[config.mk]
export PLATFORM = sky130hd
export DESIGN_NAME = frame_rx_flat
export DESIGN_NICKNAME = d
export VERILOG_FILES = /design/src/rtl/frame_rx_pkg.sv /design/src/rtl/frame_rx_if.sv /design/src/rtl/frame_rx_hold.sv /design/src/rtl/frame_rx.sv /design/src/flat_wrapper.sv
export SDC_FILE = /design/constraint.sdc
export NUM_CORES = 1
export LEC_CHECK = 0
export ABC_AREA = 1
export CAP_MARGIN = 10
export CORE_MARGIN = 1
export CORE_UTILIZATION = 55
export CTS_CLUSTER_DIAMETER = 80
export DETAILED_ROUTE_END_ITERATION = 10
export PLACE_DENSITY = 0.8
export SYNTH_ARGS = -nofsm -noshare
export SYNTH_HDL_FRONTEND = slang
export SYNTH_HIERARCHICAL = 1
export SYNTH_SLANG_ARGS = --single-unit
[constraint.sdc]
create_clock -name clk -period 2.3 [get_ports clk]
set_input_delay 0.46 -clock clk [delete_from_list [all_inputs] [get_ports clk]]
set_output_delay 0.46 -clock clk [all_outputs]
set_load 0.1 [all_outputs]
[src/rtl/frame_rx_pkg.sv]
// Shared types and code/geometry helpers for the frame_rx serial receiver.
package frame_rx_pkg;

  typedef enum logic [1:0] {SCAN, IDLE, DATA, CHECK} state_e;

  localparam int unsigned MaxChunk = 256;

  function automatic int unsigned chunk_len(int unsigned lines, int unsigned cpc);
    return lines * cpc;
  endfunction

  function automatic int unsigned chunks_per_frame(int unsigned length, int unsigned clen);
    return (length + clen - 1) / clen;
  endfunction

  function automatic int unsigned length_pad(int unsigned length, int unsigned clen);
    return chunks_per_frame(length, clen) * clen;
  endfunction

  function automatic logic [MaxChunk-1:0] lane_ones(int unsigned lines);
    return (MaxChunk'(1) << lines) - MaxChunk'(1);
  endfunction

  // Oldest clock ends up in the MSBs, matching the receive shift direction.
  function automatic logic [MaxChunk-1:0] idle_code(int unsigned lines, int unsigned cpc);
    logic [MaxChunk-1:0] c;
    c = '0;
    for (int unsigned k = 0; k < cpc; k++) begin
      c = c << lines;
      if (k < cpc / 2) c = c | lane_ones(lines);
    end
    return c;
  endfunction

  function automatic logic [MaxChunk-1:0] start_code(int unsigned lines, int unsigned cpc);
    logic [MaxChunk-1:0] c;
    c = '0;
    for (int unsigned k = 0; k < cpc; k++) begin
      c = c << lines;
      if (k % 2 == 0) c = c | lane_ones(lines);
    end
    return c;
  endfunction

endpackage

[src/rtl/frame_rx_if.sv]
// Valid/ready frame output bundle between frame_rx and its consumer.
interface frame_rx_if #(
  parameter int unsigned LENGTH = 128
);
  logic [LENGTH-1:0] m_data;
  logic              m_valid;
  logic              m_ready;

  modport master (output m_data, output m_valid, input m_ready);
  modport slave  (input m_data, input m_valid, output m_ready);
endinterface

[src/rtl/frame_rx_hold.sv]
// Single-entry valid/ready holding register; drops and flags frames arriving while full.
module frame_rx_hold
  import frame_rx_pkg::*;
#(
  parameter int unsigned LENGTH = 128,
  parameter int unsigned CNT_W  = 16
) (
  input  logic              clk,
  input  logic              rst,
  input  logic              load,
  input  logic [LENGTH-1:0] data,
  frame_rx_if.master        m,
  output logic              overflow,
  output logic [CNT_W-1:0]  frame_cnt
);

  logic              valid_q;
  logic              overflow_q;
  logic [LENGTH-1:0] data_q;
  logic [CNT_W-1:0]  cnt_q;
  logic              free;

  // A same-cycle handshake frees the slot for the incoming frame.
  assign free = !valid_q || m.m_ready;

  always_ff @(posedge clk) begin
    if (rst) begin
      valid_q    <= 1'b0;
      overflow_q <= 1'b0;
      data_q     <= '0;
      cnt_q      <= '0;
    end else begin
      overflow_q <= load && !free;
      if (load && free) begin
        valid_q <= 1'b1;
        data_q  <= data;
        cnt_q   <= cnt_q + 1'b1;
      end else if (valid_q && m.m_ready) begin
        valid_q <= 1'b0;
      end
    end
  end

  assign m.m_valid = valid_q;
  assign m.m_data  = data_q;
  assign overflow  = overflow_q;
  assign frame_cnt = cnt_q;

endmodule

[src/rtl/frame_rx.sv]
// Multi-lane serial frame receiver with header-based alignment and lock qualification.
// Define FRAME_CHECK_EN to append and verify an XOR check chunk after each payload.
module frame_rx
  import frame_rx_pkg::*;
#(
  parameter int unsigned LENGTH        = 128,
  parameter int unsigned LINES         = 3,
  parameter int unsigned CLK_PER_CHUNK = 4,
  parameter int unsigned LOCK_COUNT    = 4,
  parameter int unsigned CNT_W         = 16
) (
  input  logic             clk,
  input  logic             rst,
  input  logic [LINES-1:0] d,
  output logic             rx_locked,
  output logic             rx_err,
  frame_rx_if.master       m,
  output logic             overflow,
  output logic             check_err,
  output logic [CNT_W-1:0] frame_cnt,
  output logic [CNT_W-1:0] err_cnt
);

  localparam int unsigned CLEN   = chunk_len(LINES, CLK_PER_CHUNK);
  localparam int unsigned NCHUNK = chunks_per_frame(LENGTH, CLEN);
  localparam int unsigned LPAD   = length_pad(LENGTH, CLEN);
  localparam int unsigned PW     = (CLK_PER_CHUNK > 1) ? $clog2(CLK_PER_CHUNK) : 1;
  localparam int unsigned IW     = $clog2(NCHUNK + 1);

  localparam logic [CLEN-1:0] IDLE_CODE  = CLEN'(idle_code(LINES, CLK_PER_CHUNK));
  localparam logic [CLEN-1:0] START_CODE = CLEN'(start_code(LINES, CLK_PER_CHUNK));

  state_e            state_q;
  logic [CLEN-1:0]   chunk_q;
  logic [PW-1:0]     phase_q;
  logic [7:0]        good_q;
  logic [IW-1:0]     idx_q;
  logic              frame_ok_q;
  logic              locked_q;
  logic [LPAD-1:0]   acc_q;
  logic [LPAD-1:0]   acc_next;
  logic [CNT_W-1:0]  err_cnt_q;
  logic [CNT_W-1:0]  err_inc;
  logic [7:0]        good_inc;
  logic              boundary;
  logic              is_idle;
  logic              is_start;
  logic              last_chunk;
  logic              done;
  logic [LENGTH-1:0] done_data;
`ifdef FRAME_CHECK_EN
  logic [CLEN-1:0]   xor_q;
  logic              check_err_q;
`endif

  assign boundary   = phase_q == PW'(CLK_PER_CHUNK - 1);
  assign is_idle    = chunk_q == IDLE_CODE;
  assign is_start   = chunk_q == START_CODE;
  assign last_chunk = idx_q == IW'(NCHUNK - 1);
  assign acc_next   = (acc_q << CLEN) | LPAD'(chunk_q);
  assign err_inc    = (err_cnt_q == '1) ? err_cnt_q : err_cnt_q + 1'b1;
  assign good_inc   = (good_q == 8'hFF) ? good_q : good_q + 8'd1;

  always_ff @(posedge clk) begin
    if (rst) begin
      state_q     <= SCAN;
      chunk_q     <= '0;
      phase_q     <= '0;
      good_q      <= '0;
      idx_q       <= '0;
      frame_ok_q  <= 1'b0;
      locked_q    <= 1'b0;
      acc_q       <= '0;
      err_cnt_q   <= '0;
`ifdef FRAME_CHECK_EN
      xor_q       <= '0;
      check_err_q <= 1'b0;
`endif
    end else begin
      chunk_q <= (chunk_q << LINES) | CLEN'(d);
      phase_q <= boundary ? '0 : phase_q + 1'b1;
`ifdef FRAME_CHECK_EN
      check_err_q <= 1'b0;
`endif
      if (state_q != SCAN && good_q >= 8'(LOCK_COUNT)) locked_q <= 1'b1;

      unique case (state_q)
        SCAN: begin
          // Sliding search: a match defines the chunk boundary from here on.
          if (is_idle || is_start) begin
            phase_q    <= '0;
            good_q     <= 8'd1;
            locked_q   <= 1'b0;
            frame_ok_q <= 1'b0;
            idx_q      <= '0;
            acc_q      <= '0;
`ifdef FRAME_CHECK_EN
            xor_q      <= '0;
`endif
            state_q    <= is_start ? DATA : IDLE;
          end
        end
        IDLE: begin
          if (boundary) begin
            if (is_idle || is_start) begin
              good_q <= good_inc;
              if (is_start) begin
                state_q    <= DATA;
                frame_ok_q <= locked_q;
                idx_q      <= '0;
                acc_q      <= '0;
`ifdef FRAME_CHECK_EN
                xor_q      <= '0;
`endif
              end
            end else begin
              state_q   <= SCAN;
              locked_q  <= 1'b0;
              good_q    <= '0;
              err_cnt_q <= err_inc;
            end
          end
        end
        DATA: begin
          if (boundary) begin
            acc_q <= acc_next;
            idx_q <= idx_q + 1'b1;
`ifdef FRAME_CHECK_EN
            xor_q <= xor_q ^ chunk_q;
            if (last_chunk) state_q <= CHECK;
`else
            if (last_chunk) state_q <= IDLE;
`endif
          end
        end
`ifdef FRAME_CHECK_EN
        CHECK: begin
          if (boundary) begin
            state_q <= IDLE;
            if (frame_ok_q && chunk_q != xor_q) begin
              check_err_q <= 1'b1;
              err_cnt_q   <= err_inc;
            end
          end
        end
`endif
        default: state_q <= SCAN;
      endcase
    end
  end

  // Frames that started while unlocked are received but never handed to the holding register.
  always_comb begin
    done      = 1'b0;
`ifdef FRAME_CHECK_EN
    done_data = acc_q[LENGTH-1:0];
    if (state_q == CHECK && boundary && frame_ok_q && chunk_q == xor_q) done = 1'b1;
`else
    done_data = acc_next[LENGTH-1:0];
    if (state_q == DATA && boundary && last_chunk && frame_ok_q) done = 1'b1;
`endif
  end

  frame_rx_hold #(
    .LENGTH (LENGTH),
    .CNT_W  (CNT_W)
  ) u_hold (
    .clk       (clk),
    .rst       (rst),
    .load      (done),
    .data      (done_data),
    .m         (m),
    .overflow  (overflow),
    .frame_cnt (frame_cnt)
  );

  assign rx_locked = locked_q;
  assign rx_err    = state_q == SCAN;
  assign err_cnt   = err_cnt_q;
`ifdef FRAME_CHECK_EN
  assign check_err = check_err_q;
`else
  assign check_err = 1'b0;
`endif

endmodule
[src/flat_wrapper.sv]
// flat-port wrapper written by rule: the top's interface ports become plain ports
module frame_rx_flat import frame_rx_pkg::*;
#(
  parameter int unsigned LENGTH        = 128,
  parameter int unsigned LINES         = 3,
  parameter int unsigned CLK_PER_CHUNK = 4,
  parameter int unsigned LOCK_COUNT    = 4,
  parameter int unsigned CNT_W         = 16
)
  (clk, rst, d, rx_locked, rx_err, overflow, check_err, frame_cnt, err_cnt, m_m_data, m_m_valid, m_m_ready);
  frame_rx_if #(.LENGTH(LENGTH)) m_i ();
  input  logic clk;
  input  logic rst;
  input  logic [LINES-1:0] d;
  output logic rx_locked;
  output logic rx_err;
  output logic overflow;
  output logic check_err;
  output logic [CNT_W-1:0] frame_cnt;
  output logic [CNT_W-1:0] err_cnt;
  output wire logic [$bits(m_i.m_data)-1:0] m_m_data;
  output wire logic [$bits(m_i.m_valid)-1:0] m_m_valid;
  input wire logic [$bits(m_i.m_ready)-1:0] m_m_ready;
  assign m_m_data = m_i.m_data;
  assign m_m_valid = m_i.m_valid;
  assign m_i.m_ready = m_m_ready;
  frame_rx #(.LENGTH(LENGTH), .LINES(LINES), .CLK_PER_CHUNK(CLK_PER_CHUNK), .LOCK_COUNT(LOCK_COUNT), .CNT_W(CNT_W)) u_core (.clk(clk), .rst(rst), .d(d), .rx_locked(rx_locked), .rx_err(rx_err), .m(m_i), .overflow(overflow), .check_err(check_err), .frame_cnt(frame_cnt), .err_cnt(err_cnt));
endmodule
=== Yosys cells after proc, flatten, opt, wreduce, memory -nomap -nowiden ===
Index checks and enable logic that the tools add are counted.

* Register bits after elaboration: 308
* Output and inout port bits: 165
* Bits of input ports: 6
* Logic and storage cells: 101

* Bitwise logic cells: 4
* Order comparisons: 1
* Mux-type cells: 41
* Reduce and logical (&&, ||, !) cells: 21
* Add/subtract/negate cells: 5
* Equal/unequal tests: 16

{| class="wikitable"
|+ Operator list
! cell !! number
|-
| two-way mux 116 bit || 5
|-
| case mux 116 bit (3 select lines) || 1
|-
| OR 128 x 12 -> 128 bit || 1
|-
| adder 16 x 1 -> 16 bit (second input constant) || 2
|-
| two-way mux 8 bit || 4
|-
| == test 12 bit (second input constant) || 2
|-
| two-way mux 2 bit || 10
|-
| two-way mux 4 bit || 5
|-
| == test 16 bit (second input constant) || 1
|-
| case mux 8 bit (2 select lines) || 1
|-
| inequality test 2 x 1 -> 1 bit (second input constant) || 6
|-
| OR 12 x 3 -> 12 bit || 1
|-
| case mux 4 bit (3 select lines) || 1
|-
| two-way mux 1 bit || 11
|-
| AND reduction 5 bit || 2
|-
| adder 8 x 1 -> 8 bit (second input constant) || 1
|-
| == test 8 bit (second input constant) || 1
|-
| >= comparator 8 x 3 -> 1 bit (second input constant) || 1
|-
| AND reduction 4 bit || 2
|-
| logical AND 1 bit || 7
|-
| case mux 2 bit (3 select lines) || 1
|-
| AND reduction 6 bit || 1
|-
| nonzero test 2 bit || 3
|-
| adder 4 x 1 -> 4 bit (second input constant) || 1
|-
| other kinds (12) || 17
|}

=== Logic depth before layout (Yosys ltp) ===
* Depth after elaboration: 7
* Mapped depth: 12

=== By module ===
The synthesis kept the hierarchy.

{| class="wikitable"
|+ Modules (own cells, without submodules)
! module !! times used !! seq. area each (um^2) !! area each (um^2) !! cells an instance
|-
| frame_rx || 1 || 3243.1 || 7414.6 || 1125
|-
| frame_rx_hold || 1 || 2922.8 || 5322.6 || 691
|}

=== Worst setup path before layout ===
No wires, ideal clock.

* Path kind: reg-to-reg
* From: reg u_core.state_q[1]
* To: reg u_core.acc_q[0]
* Path slack: -506 ps
* Buffers on the path: 2
* Cell stages (with the launch flop): 9
* Library setup time: 128 ps
* Arrival time: 2678 ps
* Period minus slack after synthesis: 2806 ps
* Path through: dfxtp_1 > nor2_1 > nand3_2 > nand3_1 > buf_2 > buf_2 > nand2_1 > nand2_1 > nor2_1

* Word-level cells in the longest chain between the ends: 3
* Elaborated cells on any way between the ends: 11
* Those cells by class: eq/ne: 7; mux: 1; reduce/logical: 3

{| class="wikitable"
|+ Ends and longest elaborated chain
! element !! line !! source
|-
| start, declared || frame_rx.sv:33 || <nowiki>state_e state_q;</nowiki>
|-
| start signal, assigned || frame_rx.sv:100 || <nowiki>state_q <= is_start ? DATA : IDLE;</nowiki>
|-
| logical NOT 2 bit (*) || - ||
|-
| via rx_err || flat_wrapper.sv:16 || <nowiki>output logic rx_err;</nowiki>
|-
| inequality test 2 x 1 -> 1 bit (no source line) / nonzero test 3 bit (equally long branches) || - ||
|-
| AND reduction 6 bit (no source line) || - ||
|-
| end signal, assigned || frame_rx.sv:126 || <nowiki>acc_q <= acc_next;</nowiki>
|-
| end, declared || frame_rx.sv:40 || <nowiki>logic [LPAD-1:0] acc_q;</nowiki>
|}

The timed path passes the listed nets; every way through them passes the cells marked *.
A chain may end at the register's enable or synchronous reset.

=== Worst setup path in the final report ===
* From: reg u_core.chunk_q[0]
* To: reg u_core.acc_q[85]

* Word-level cells in the longest chain between the ends: 4
* Elaborated cells on any way between the ends: 7
* Those cells by class: eq/ne: 5; reduce/logical: 2

{| class="wikitable"
|+ Ends and longest elaborated chain
! element !! line !! source
|-
| start, declared || frame_rx.sv:34 || <nowiki>logic [CLEN-1:0] chunk_q;</nowiki>
|-
| start signal, assigned || frame_rx.sv:80 || <nowiki>chunk_q <= (chunk_q << LINES) | CLEN'(d);</nowiki>
|-
| == test 12 bit (on tied branches) || frame_rx.sv:57, frame_rx.sv:58 ||
|-
| logical OR 1 bit || frame_rx.sv:90, frame_rx.sv:105 ||
|-
| inequality test 2 x 1 -> 1 bit (no source line) || - ||
|-
| AND reduction 6 bit (no source line) (*) || - ||
|}

Mark *: on every way between the ends. The rest lies on a longest branch, timed or not.

==> results.tsv <==
metric	value	unit
CTS tree	done	
most common cell in the netlist	nor2_1	
syn nets	1829	
Post-CTS Hold Buffers	0	
worst r2r path cells	9	
Post-Synth Adder-Cell Area	0.00688	
CP Max Fanout	97	
post-synthesis simple-gate area fraction	0.325	
Routed Antenna Nets	0	
PwrDens	1140	mW/mm^2
Synth top area share	0.484	
Hold Path Cell Cnt	1	
Filler cells	1951	
CORE AREA	0.0227	sq mm
DRC viols	0	
maxcap violations	0	
row count	55	
Layout area overhead	21.2	%
Port Buffers	169	
Worst-path clk slew	0.06	ns
complex-gate fraction of the synthesized area	0.0729	
Post-synth EDFFs	0	
die width	154	um
final hold vios	0	
Clock Latency Late Sink	0.50	ns
met2 usage in global routing	0.419	
Max Slew Vio Count	0	
Synth cell types	32	
area of the mapped netlist	0.0127	sq mm
startpoint types	flop	
total number of vias	11700	
die height	154	um
Worst Skew	0.0128	ns
Synth top cells by count	457 x nor2_1, 363 x nand2_1, 308 x dfxtp_1	
Synth Flop Type	dfxtp_1	
Top Usage Layer GRT	met2	
Synth Area per Inst	7.01	sq um
yosys warns	6	
Seq cells post-synth	308	
Peak VDD IR	0.746	mV
fraction of layout cells with a size suffix above 1	0.144	
FMAX	0.492	GHz
sequential fraction of the synthesis area	0.484	
Post-Route WL	31100	um
GR Layer Usage met1	0.361	
Iter 0 DRT Violations	1103	
Synth async-reset ratio	0	
Min Clock Period, post-route	2.03	ns
post-synthesis mux area share	0	
hpwl dp	20200	um
final net count	1958	
Final Util	0.680	
initial antenna violation count	0	
IO Pins	171	
Worst Hold Class	flop to flop	
post-CTS sizing	0	
xor and xnor fraction of the mapped netlist area	0.0117	
Req. time, crit path	2.69	ns
drt first pass iters	7	
largest family of logic cells by synthesized area	simple AND/OR/NAND/NOR gates	
final setup fails	0	
endpoint class of the critical path	flop	
CTS root buffer	clkbuf_16	
RSZ-0062 raised after global routing	false	
crit path kind	flop to flop	
antenna diode count	0	
DR vias/cell	5.17	
Leak	6.83	nW
wire length per cell	13.8	um
Gate Count Post-Synth	1816	
gr usage total	0.259	
final weighted congestion in routability-driven placement	0.873	
initial core utilization	0.561	
global-route wire length before repair	51200	um
status	complete, no violations	
met3 Use GR	0.0412	
largest net degree at the start of global routing	98	
Total Neg Setup Slack	0	ns
Remaining Overflow, GRT	0	
clk sink count	308	
Clock Path Buffers	3	
vias in the first global route	10600	
cell accounting for the most synthesized area	dfxtp_1	
H-tree depth	2	
Area contributors post-synth	dfxtp_1 48%, nor2_1 13%, nand2_1 11%	
Worst Path Arrival	2.42	ns
crit share post-route	0.883	
postcts setup bufs	0	
cts bufs inserted	34	
die footprint	0.0238	sq mm
==> cells in the final DEF (no fill, tap or decap), types with 3 or more instances in the layout <==
cell             netlist  routed
dfxtp_1              308     306
nand3_2                3       3
o21ai_1               23      22
clkdlybuf4s50_1        0       5
nor2_4                 4       4
nand2_2                3       3
o21ai_0              123     123
nand3_1              149     148
inv_1                175     175
bufinv_16              0       3
clkbuf_8               0       8
clkinv_2               0       9
nor2_1               457     455
nor3_1                10      10
buf_12                 0      15
clkbuf_1              34       4
nor2_2                 4       6
inv_2                 10       8
xor2_1                10      10
nand2_4                2       3
clkbuf_16              0      37
a21oi_1               35      35
xnor2_1                7       7
nand4_1                8       8
nand3b_1               5       5
buf_4                 12     175
ha_1                   7       7
nand2_1              363     362
==> per-stage QoR <==
step | std cells | power [W] | setup WS, ns | hold slack [ns] | cell area [sq um]
finish | 2256 | 0.0176 | 0.268 | 0.432 | 15400
global route | 2256 | 0.0187 | 0.0551 | 0.460 | 15400
CTS | 2256 | 0.0176 | 0.210 | 0.434 | 15400
detailed placement | 2194 | 0.0118 | 0.232 | 0.426 | 14200
global placement | 2194 | 0.0117 | 0.314 | 0.411 | 14200
floorplan | 1816 | 0.0106 | 0.00741 | 0.404 | 12700
==> sequential cells by signal, indices dropped and copies added, names as in the netlist, 4 cells and up <==
register / flops
u_core/idx_q: 4
u_core/acc_q: 116
u_core/err_cnt: 16
u_core/good_q: 8
u_core/chunk_q: 12
u_core/u_hold/frame_cnt: 16
u_core/u_hold/m.m_data: 128
==> per-layer routing <==
layer | share of wire | wire length, um
met4 | 0.014 | 437
met5 | 0 | 0
met1 | 0.45 | 14100
met3 | 0.067 | 2070
met2 | 0.47 | 14500
==> path summary, 6_finish.rpt <==
| kind | from | to | slack (ns) |
|---|---|---|---|
| max | u_core/chunk_q[0] | u_core/acc_q[85] | 0.27 |
| min | u_core/phase_q[0] | u_core/phase_q[0] | 0.43 |
| max reg2reg | u_core/chunk_q[0] | u_core/acc_q[85] | 0.27 |
| min reg2reg | u_core/phase_q[0] | u_core/phase_q[0] | 0.43 |
==> cells by family (layout without fill, tap and decap cells) <==
| family | after synthesis | after routing |
|---|---|---|
| compound gates | 184 | 184 |
| xor+xnor | 17 | 17 |
| fa+ha+maj | 7 | 7 |
| buf+inv | 288 | 443 |
| flops | 308 | 308 |
| other cells | 1 | 1 |
| simple gates | 1011 | 1011 |
==> critical path, cell delays in order, from the launching register on <==
cell	delay, ns
dfxtp_1	0.32
inv_1	0.14
nand2_1	0.07
nor2_1	0.13
nand3_1	0.17
o21ai_4	0.26
buf_12	0.39
nand3_1	0.23
nand2_1	0.12
nor2_1	0.04
==> layout make-up <==
type | count | area, sq um | share of cell area
sequential | 308 | 6170 | 0.400
multi-input combinational | 1220 | 5340 | 0.346
timing repair buffer | 195 | 1660 | 0.108
clock buffer | 49 | 1050 | 0.0681
inverter | 186 | 703 | 0.0456
tap | 285 | 357 | 0.0231
clock inverter | 13 | 149 | 0.00965
==> power breakdown <==
part	leakage [nW]	switching, W	internal (W)
logic	3.74	0.00343	0.00174
registers	2.50	0.000486	0.00624
clock network	0.592	0.00215	0.00352
Note: power is estimated with default switching activity, not from simulation.
